==> config.mk <==
export PLATFORM = sky130hd
export DESIGN_NAME = mdu_alu_sequencer
export DESIGN_NICKNAME = d
export VERILOG_FILES = /design/src/rtl/mdu_alu_sequencer.sv
export SDC_FILE = /design/constraint.sdc
export NUM_CORES = 1
export LEC_CHECK = 0
export CORE_MARGIN = 4
export CORE_UTILIZATION = 49
export DETAILED_ROUTE_END_ITERATION = 8
export DONT_BUFFER_PORTS = 1
export HOLD_SLACK_MARGIN = 0.03
export PLACE_DENSITY = 0.72
export SLEW_MARGIN = 10
export SYNTH_ARGS = -nofsm -noshare
export SYNTH_HDL_FRONTEND = slang
export SYNTH_SLANG_ARGS = --single-unit
==> constraint.sdc <==
create_clock -name clk -period 6.9 [get_ports clk]
set_input_delay 1.035 -clock clk [delete_from_list [all_inputs] [get_ports clk]]
set_output_delay 1.035 -clock clk [all_outputs]
set_load 0.005 [all_outputs]
==> src/rtl/mdu_alu_sequencer.sv <==
// Iterative MULT/MULTU/DIV/DIVU sequencer for the MIPS core.
// It owns no adder. Every arithmetic step is issued to the shared 32-bit ALU
// through a request/grant handshake, and each step completes only when the
// ALU is granted. The pipeline has priority, so a step can stall for any
// number of cycles. HI/LO hold the result for MFHI/MFLO.
//
// Flow: IDLE -> NEGA -> NEGB -> ITER(x32) -> FIXL -> FIXH -> DONE -> IDLE
//   NEGA/NEGB : take the operand magnitudes (lo <= |A|, bmag <= |B|)
//   ITER      : shift-add multiply or restoring divide on {hi,lo}
//   FIXL/FIXH : restore the signs of the result words and patch divide-by-zero
module mdu_alu_sequencer #(
  parameter int unsigned XLEN    = 32,
  parameter logic [5:0]  FUN_ADD = 6'b000000,
  parameter logic [5:0]  FUN_SUB = 6'b000001
) (
  input  logic            clk,
  input  logic            reset,
  input  logic            start,
  input  logic [1:0]      op,
  input  logic [XLEN-1:0] op_a,
  input  logic [XLEN-1:0] op_b,
  output logic            busy,
  output logic            done,
  output logic            div_zero,
  output logic [XLEN-1:0] hi,
  output logic [XLEN-1:0] lo,
  output logic            alu_req,
  input  logic            alu_gnt,
  output logic [XLEN-1:0] alu_a,
  output logic [XLEN-1:0] alu_b,
  output logic [5:0]      alu_fun,
  output logic            alu_sign,
  input  logic [XLEN-1:0] alu_s
);

  localparam logic [2:0] S_IDLE = 3'd0;
  localparam logic [2:0] S_NEGA = 3'd1;
  localparam logic [2:0] S_NEGB = 3'd2;
  localparam logic [2:0] S_ITER = 3'd3;
  localparam logic [2:0] S_FIXL = 3'd4;
  localparam logic [2:0] S_FIXH = 3'd5;
  localparam logic [2:0] S_DONE = 3'd6;

  localparam logic [XLEN-1:0] ZERO = {XLEN{1'b0}};
  localparam logic [XLEN-1:0] ONES = {XLEN{1'b1}};

  // State and datapath registers
  logic [2:0]      state_q, state_d;
  logic [4:0]      cnt_q, cnt_d;
  logic [1:0]      op_q, op_d;
  logic [XLEN-1:0] a_q, a_d;        // original op_a (needed for divide-by-zero)
  logic [XLEN-1:0] b_q, b_d;        // original op_b
  logic [XLEN-1:0] bmag_q, bmag_d;  // |op_b|
  logic [XLEN-1:0] hi_q, hi_d;
  logic [XLEN-1:0] lo_q, lo_d;
  logic            lo_zero_q, lo_zero_d;
  logic            div_zero_q, div_zero_d;
  logic            busy_q;
  logic            done_q;

  // Decoded operation attributes and per-step helpers
  logic            is_signed_s;
  logic            is_div_s;
  logic            sign_a_s;
  logic            sign_b_s;
  logic            neg_res_s;
  logic            neg_rem_s;
  logic [XLEN-1:0] rem_s;       // partial remainder shifted left by one
  logic            mul_carry_s;
  logic [XLEN-1:0] mul_sum_s;
  logic            div_ge_s;

  // ALU drive
  logic            alu_req_s;
  logic [XLEN-1:0] alu_a_s;
  logic [XLEN-1:0] alu_b_s;
  logic [5:0]      alu_fun_s;

  // The operation signs come from the latched operands, so they stay stable for the whole operation.
  assign is_signed_s = op_q[0];
  assign is_div_s    = op_q[1];
  assign sign_a_s    = is_signed_s & a_q[XLEN-1];
  assign sign_b_s    = is_signed_s & b_q[XLEN-1];
  assign neg_res_s   = sign_a_s ^ sign_b_s;
  assign neg_rem_s   = sign_a_s;

  // The multiply carry is valid only when the step adds, that is, when the multiplier LSB is 1.
  assign mul_carry_s = lo_q[0] & (alu_s < hi_q);
  assign mul_sum_s   = lo_q[0] ? alu_s : hi_q;
  assign rem_s       = {hi_q[XLEN-2:0], lo_q[XLEN-1]};
  assign div_ge_s    = hi_q[XLEN-1] | (rem_s >= bmag_q);

  // Drive the ALU operands and function for the step the current state wants to complete.
  always_comb begin
    alu_req_s = 1'b0;
    alu_a_s   = ZERO;
    alu_b_s   = ZERO;
    alu_fun_s = FUN_ADD;
    case (state_q)
      S_NEGA: begin
        alu_req_s = 1'b1;
        if (sign_a_s) begin
          alu_a_s   = ZERO;
          alu_b_s   = a_q;
          alu_fun_s = FUN_SUB;
        end else begin
          alu_a_s   = a_q;
          alu_b_s   = ZERO;
          alu_fun_s = FUN_ADD;
        end
      end
      S_NEGB: begin
        alu_req_s = 1'b1;
        if (sign_b_s) begin
          alu_a_s   = ZERO;
          alu_b_s   = b_q;
          alu_fun_s = FUN_SUB;
        end else begin
          alu_a_s   = b_q;
          alu_b_s   = ZERO;
          alu_fun_s = FUN_ADD;
        end
      end
      S_ITER: begin
        alu_req_s = 1'b1;
        if (is_div_s) begin
          alu_a_s   = rem_s;
          alu_b_s   = bmag_q;
          alu_fun_s = FUN_SUB;
        end else begin
          alu_a_s   = hi_q;
          alu_b_s   = bmag_q;
          alu_fun_s = FUN_ADD;
        end
      end
      S_FIXL: begin
        alu_req_s = 1'b1;
        if (neg_res_s) begin
          alu_a_s   = ZERO;
          alu_b_s   = lo_q;
          alu_fun_s = FUN_SUB;
        end else begin
          alu_a_s   = lo_q;
          alu_b_s   = ZERO;
          alu_fun_s = FUN_ADD;
        end
      end
      S_FIXH: begin
        alu_req_s = 1'b1;
        if (is_div_s) begin
          if (neg_rem_s) begin
            alu_a_s   = ZERO;
            alu_b_s   = hi_q;
            alu_fun_s = FUN_SUB;
          end else begin
            alu_a_s   = hi_q;
            alu_b_s   = ZERO;
            alu_fun_s = FUN_ADD;
          end
        end else begin
          // Two's-complement negation of a 64-bit value: the low-word borrow propagates as ~hi + (lo==0).
          if (neg_res_s) begin
            alu_a_s   = ~hi_q;
            alu_b_s   = {{(XLEN-1){1'b0}}, lo_zero_q};
            alu_fun_s = FUN_ADD;
          end else begin
            alu_a_s   = hi_q;
            alu_b_s   = ZERO;
            alu_fun_s = FUN_ADD;
          end
        end
      end
      default: begin
        alu_req_s = 1'b0;
        alu_a_s   = ZERO;
        alu_b_s   = ZERO;
        alu_fun_s = FUN_ADD;
      end
    endcase
  end

  // Next-state and datapath updates; a requesting state changes nothing until it is granted.
  always_comb begin
    state_d    = state_q;
    cnt_d      = cnt_q;
    op_d       = op_q;
    a_d        = a_q;
    b_d        = b_q;
    bmag_d     = bmag_q;
    hi_d       = hi_q;
    lo_d       = lo_q;
    lo_zero_d  = lo_zero_q;
    div_zero_d = div_zero_q;
    case (state_q)
      S_IDLE: begin
        if (start && !busy_q) begin
          state_d    = S_NEGA;
          op_d       = op;
          a_d        = op_a;
          b_d        = op_b;
          cnt_d      = 5'd31;
          div_zero_d = 1'b0;
        end else begin
          state_d    = S_IDLE;
        end
      end
      S_NEGA: begin
        if (alu_gnt) begin
          lo_d    = alu_s;
          hi_d    = ZERO;
          state_d = S_NEGB;
        end else begin
          state_d = S_NEGA;
        end
      end
      S_NEGB: begin
        if (alu_gnt) begin
          bmag_d  = alu_s;
          state_d = S_ITER;
        end else begin
          state_d = S_NEGB;
        end
      end
      S_ITER: begin
        if (alu_gnt) begin
          if (is_div_s) begin
            hi_d = div_ge_s ? alu_s : rem_s;
            lo_d = {lo_q[XLEN-2:0], div_ge_s};
          end else begin
            hi_d = {mul_carry_s, mul_sum_s[XLEN-1:1]};
            lo_d = {mul_sum_s[0], lo_q[XLEN-1:1]};
          end
          if (cnt_q == 5'd0) begin
            state_d = S_FIXL;
          end else begin
            cnt_d   = cnt_q - 5'd1;
          end
        end else begin
          state_d = S_ITER;
        end
      end
      S_FIXL: begin
        if (alu_gnt) begin
          lo_zero_d = (lo_q == ZERO);
          lo_d      = alu_s;
          state_d   = S_FIXH;
        end else begin
          state_d   = S_FIXL;
        end
      end
      S_FIXH: begin
        if (alu_gnt) begin
          state_d = S_DONE;
          // A divide by zero still runs the full sequence; its result is replaced here.
          if (is_div_s && (b_q == ZERO)) begin
            hi_d       = a_q;
            lo_d       = ONES;
            div_zero_d = 1'b1;
          end else begin
            hi_d       = alu_s;
          end
        end else begin
          state_d = S_FIXH;
        end
      end
      S_DONE: begin
        state_d = S_IDLE;
      end
      default: begin
        state_d = S_IDLE;
      end
    endcase
  end

  // Sequential state; busy/done are registered from the next state so they line up with the state.
  always_ff @(posedge clk or negedge reset) begin
    if (!reset) begin
      state_q    <= S_IDLE;
      cnt_q      <= 5'd0;
      op_q       <= 2'b00;
      a_q        <= ZERO;
      b_q        <= ZERO;
      bmag_q     <= ZERO;
      hi_q       <= ZERO;
      lo_q       <= ZERO;
      lo_zero_q  <= 1'b0;
      div_zero_q <= 1'b0;
      busy_q     <= 1'b0;
      done_q     <= 1'b0;
    end else begin
      state_q    <= state_d;
      cnt_q      <= cnt_d;
      op_q       <= op_d;
      a_q        <= a_d;
      b_q        <= b_d;
      bmag_q     <= bmag_d;
      hi_q       <= hi_d;
      lo_q       <= lo_d;
      lo_zero_q  <= lo_zero_d;
      div_zero_q <= div_zero_d;
      busy_q     <= (state_d != S_IDLE) && (state_d != S_DONE);
      done_q     <= (state_d == S_DONE);
    end
  end

  assign busy     = busy_q;
  assign done     = done_q;
  assign div_zero = div_zero_q;
  assign hi       = hi_q;
  assign lo       = lo_q;
  assign alu_req  = alu_req_s;
  assign alu_a    = alu_a_s;
  assign alu_b    = alu_b_s;
  assign alu_fun  = alu_fun_s;
  assign alu_sign = 1'b0;

endmodule

# Word level (Yosys, flattened, before mapping)
# Cells that the tools add are included.
# op_classes
mux	52
reduce_logical	22
addsub	1
n_lt_le_gt_ge	2
eq_ne	14
bitwise	6
# op_table
operator	count
$mux W32	24
$pmux W32 S5	2
$pmux W32 S3	2
$logic_not A32 Y1	2
$ge A32 B32 Y1	1
$lt A32 B32 Y1	1
$not A32 Y32	1
$pmux W6 S5	1
$pmux W3 S6	1
$mux W5	3
$mux W1	12
$ne A2 B2 Y1 const B	6
$reduce_and A4 Y1	3
$pmux W5 S2	1
$eq A3 B3 Y1 const B	3
$reduce_bool A3 Y1	3
$eq A3 B2 Y1 const B	2
$mux W3	2
$mux W6	1
$reduce_and A2 Y1	3
$logic_not A5 Y1	1
$reduce_and A5 Y1	1
$reduce_or A5 Y1	1
$sub A5 B1 Y5 const B	1
13 further kinds	19
# totals
input_bits	102
elab_cells	109
register_bits	174
out_inout_bits	139

# Logic depth before layout (Yosys ltp)
# depth
word_depth	6
mapped_depth	11
ltp_nobuf	9

# Worst setup path before layout
# Ideal clock, no wire load.
# synth_timing
kind	register -> output
start	reg state_q[1]
end	out alu_a[10]
n_path_buf	3
setup_slack_ps	4058
path_stages_with_launch	8
arrival_ps	1807
t_required_ps	5865
cell_sequence	dfrtp_1 -> clkbuf_1 -> inv_2 -> ha_1 -> a21boi_0 -> clkbuf_1 -> clkbuf_1 -> nor2_1
# synth_via
elab_chain_cells	2
elab_cells_between_ends	6
classes_between	eq/ne (5); mux (1)
# synth_lines
item	line_no	rtl
start: declaration	48	logic [2:0] state_q, state_d;
start signal: assignment	291	state_q <= state_d;
$eq A3 B3 Y1 (tied with other cells)	99	case (state_q)
$pmux W32 S5 (*)	99	
end: declaration	29	output logic [XLEN-1:0] alu_a,
# Every way passes the cells marked *; elsewhere a longest branch is shown, timed or not.

# Final worst setup path
# layout_timing
start	reg state_q[1]
end	out alu_b[31]
# layout_via
elab_chain_cells	2
elab_cells_between_ends	6
classes_between	eq/ne (5); mux (1)
# layout_lines
item	line_no	rtl
$eq A3 B3 Y1 (tied with other cells)	99	
$pmux W32 S5 (*)	99	
end: declaration	30	output logic [XLEN-1:0] alu_b,
# Marked as above.

==> qor.csv <==
metric,value,unit
"setup slack, reg-to-reg",3.38,ns
first-pass GRT wire length,76.77,mm
Mean Syn Cell Area,8.021,µm²
worst-skew pair later-pin latency,0.45,ns
most used routing layer in global routing,met2,
Post-Syn Instances,1675,
routability cong.,0.9098,
Hold/Removal Path Class,primary input to asynchronous set/reset pin,
Resized Gates After CTS,0,
Clock Tree Root,clkbuf_16,
Initial Utilization,0.4985,
Detailed Place HPWL,33.66,mm
CP Class,register to primary output,
pwr dens,449.7,nW/µm²
io pins,241,
Global Route met3 Usage,0.07154,
NetSw,3184,µW
diode count,0,
Startpoint Class,register,
CP arrival,4.00,ns
clock slew at reported path FFs,0.07,ns
# port buffers,0,
total grt overflow,0,
wire per inst,25.74,µm
met1 Use GR,0.4276,
family with the most delay on the worst path,simple AND/OR/NAND/NOR gates,
Yosys reg bits,174,
setup TNS,0,ns
Core Area,26950,µm²
CP max stage cell,nor2_2,
Slew Limit Fails,0,
Int Power,3174,µW
Total Wirelength,49.91,mm
crit path buf inv count,2,
drt drc,0,
initial antenna violation count,0,
status,"finished, final reports clean",
Rows,60,
TritonCTS clock tree,built,
sw frac,0.5008,
Total GRT Usage,0.3191,
Die Height,173.6,µm
Comb pwr share,0.502,
CTS Buffer Depth,2,
Netlist cell types,63,
register area share after synthesis,0.3241,
share of cells above drive strength 1,0.07134,
CTS hold repair buffers,0,
fin crit share,0.7295,
largest net degree at the start of global routing,175,
top post-synthesis cells by area,"dfrtp_1 (32%), mux2i_1 (9.3%), nand2_1 (9.1%)",
largest stage delay on the critical path,1.14,ns
synthesized area,13440,µm²
Die Area,30130,µm²
Routed Antenna Nets,0,
Synth top area share,0.3241,
Slew @ Worst Pin,1.224,ns
max_slew headroom,0.1841,
CTS H-Tree Depth,4,
iteration count of the initial detailed-routing pass,8,
reg-to-reg startpoint,b_q[4],
Clock Sinks,174,
Crit. End Element,primary output,
clock power share,0.161,
prevailing post-synth register cell,dfrtp_1,
Post-synth ARST share,1.000,
die width,173.6,µm
via count,13374,
CP Cell Sequence,inv_2 > nand3_2 > nor2_2 > buf_4 > a222oi_1 > a21oi_1,
# Post-CTS Setup Buffers,0,
Synth area leader,dfrtp_1,
GRT met2 Usage,0.5006,
yosys synthesis warning count,0,
CTS buffer count,17,
Layout area overhead,5.243,%
number of synthesized flops with an enable pin,0,
Iter 0 DRT Violations,1624,
CP required,5.86,ns
P_leak,0.005904,µW
crit path time final,5.033,ns
Peak supply drop,0.2090,mV
"Core Util, Final",0.5247,
Max Fanout on Critical Path,34,
vias per std cell,6.897,
Peak Freq,198.7,MHz
Nets,1753,
Final Hold Viols,0,
CP startpoint,state_q[1],
Setup-failing EPs final,0,
Max Cap Violations,0,
register share of total power,0.337,
vias in the first global route,12961,
Post-Route Skew,0.01460,ns
RSZ-0062 raised after global routing,no,
sequential cells by signal (all words and copies together) (netlist names), 2 cells and up:
name	count
hi	32
bmag_q	32
a_q	32
state_q	3
b_q	32
cnt_q	5
op_q	2
lo	32
power by group through the flow:
stage | combinational (µW) | clock, µW | sequential (µW)
after floorplan | 2560 | 0 | 1760
after global placement | 3020 | 0 | 2120
after detailed placement | 3120 | 0 | 2120
after CTS | 3140 | 1020 | 2110
after global routing | 3520 | 1070 | 2170
final | 3190 | 1020 | 2140
logic make-up (layout without fill, tap and decap cells):
family	Yosys count	count (layout)	share of synthesized area
flops	174	174	0.3241
simple gates	540	540	0.1728
other cells	1	6	0.0002791
mux	126	126	0.09397
xor+xnor	34	34	0.02216
compound gates	522	522	0.2587
fa+ha+maj	66	66	0.06146
buf+inv	212	130	0.06659
synth_stat cells, types with 2 or more instances:
library cell	count
inv_1	70
nand3b_1	2
and3_1	5
a21boi_0	3
a2111oi_0	3
o31ai_1	3
nor3_1	38
buf_2	13
nand3_1	6
and2_1	2
xnor2_1	31
dfrtp_1	174
nor3b_1	2
a221oi_1	33
a211oi_1	3
a22oi_1	124
o211ai_1	3
buf_12	3
nor2b_1	5
a21o_1	7
nand2_1	324
a31oi_1	34
a221oi_2	2
o21ai_1	31
o31ai_2	30
nand2b_1	35
xor2_1	3
mux2i_1	125
buf_1	11
ha_1	66
nor4b_1	2
nor2_1	87
buf_4	9
nor4_1	15
clkbuf_1	105
and4_1	3
a32oi_1	2
nand4_1	10
o21ai_0	138
a21oi_1	90
layer usage:
metal	up-vias	share of wire	wire length, µm
li1	5816	-	-
met1	6451	0.39	19640
met2	950	0.45	22410
met3	157	0.11	5653
met4	0	0.044	2200
met5	-	0	0
through the flow:
stage	worst slack, ns	cells	hold slack (ns)	total power (µW)	cell area (µm²)
after floorplan	4.058	1680	0.4483	4322	13450
after detailed placement	2.453	1907	0.4889	5245	13540
final	1.867	1939	0.2914	6358	14140
after global routing	1.804	1939	0.2730	6770	14140
after global placement	2.564	1907	0.4828	5143	13540
after CTS	1.977	1939	0.2838	6270	14140
area by class of cell:
type,count,area [µm²]
multi-input cells,1294,8288
clock inverters,13,153.9
inverters,71,266.5
well taps,341,426.7
flip-flops and latches,174,4359
repair buffers,27,202.7
fillers,2525,12810
clock buffers,19,442.9
layout by cell type, fill, tap and decap left out, types with 4 or more instances in the layout:
| cell type | instances |
|---|---|
| clkbuf_16 | 17 |
| dfrtp_1 | 172 |
| inv_1 | 70 |
| nor2_1 | 84 |
| ha_1 | 66 |
| nor4_1 | 14 |
| a22oi_1 | 124 |
| inv_6 | 4 |
| o31ai_2 | 30 |
| xnor2_1 | 31 |
| nand4_1 | 10 |
| a21oi_1 | 88 |
| a21o_1 | 7 |
| nor2b_1 | 5 |
| a221oi_1 | 33 |
| mux2i_1 | 125 |
| o21ai_0 | 138 |
| nand3_1 | 5 |
| o21ai_1 | 30 |
| buf_4 | 27 |
| a31oi_1 | 34 |
| conb_1 | 6 |
| nand2_1 | 324 |
| nor3_1 | 36 |
| nand2b_1 | 35 |
path summary, 6_finish.rpt:
check	depth (start not counted)	to
max reg2reg	9	lo[15]
min	0	b_q[23]
min in group clk	1	cnt_q[0]
max in group asynchronous	0	lo[0]
min reg2reg	1	cnt_q[0]
max	6	alu_b[31]
No activity file was read; power rests on OpenSTA's default activity.
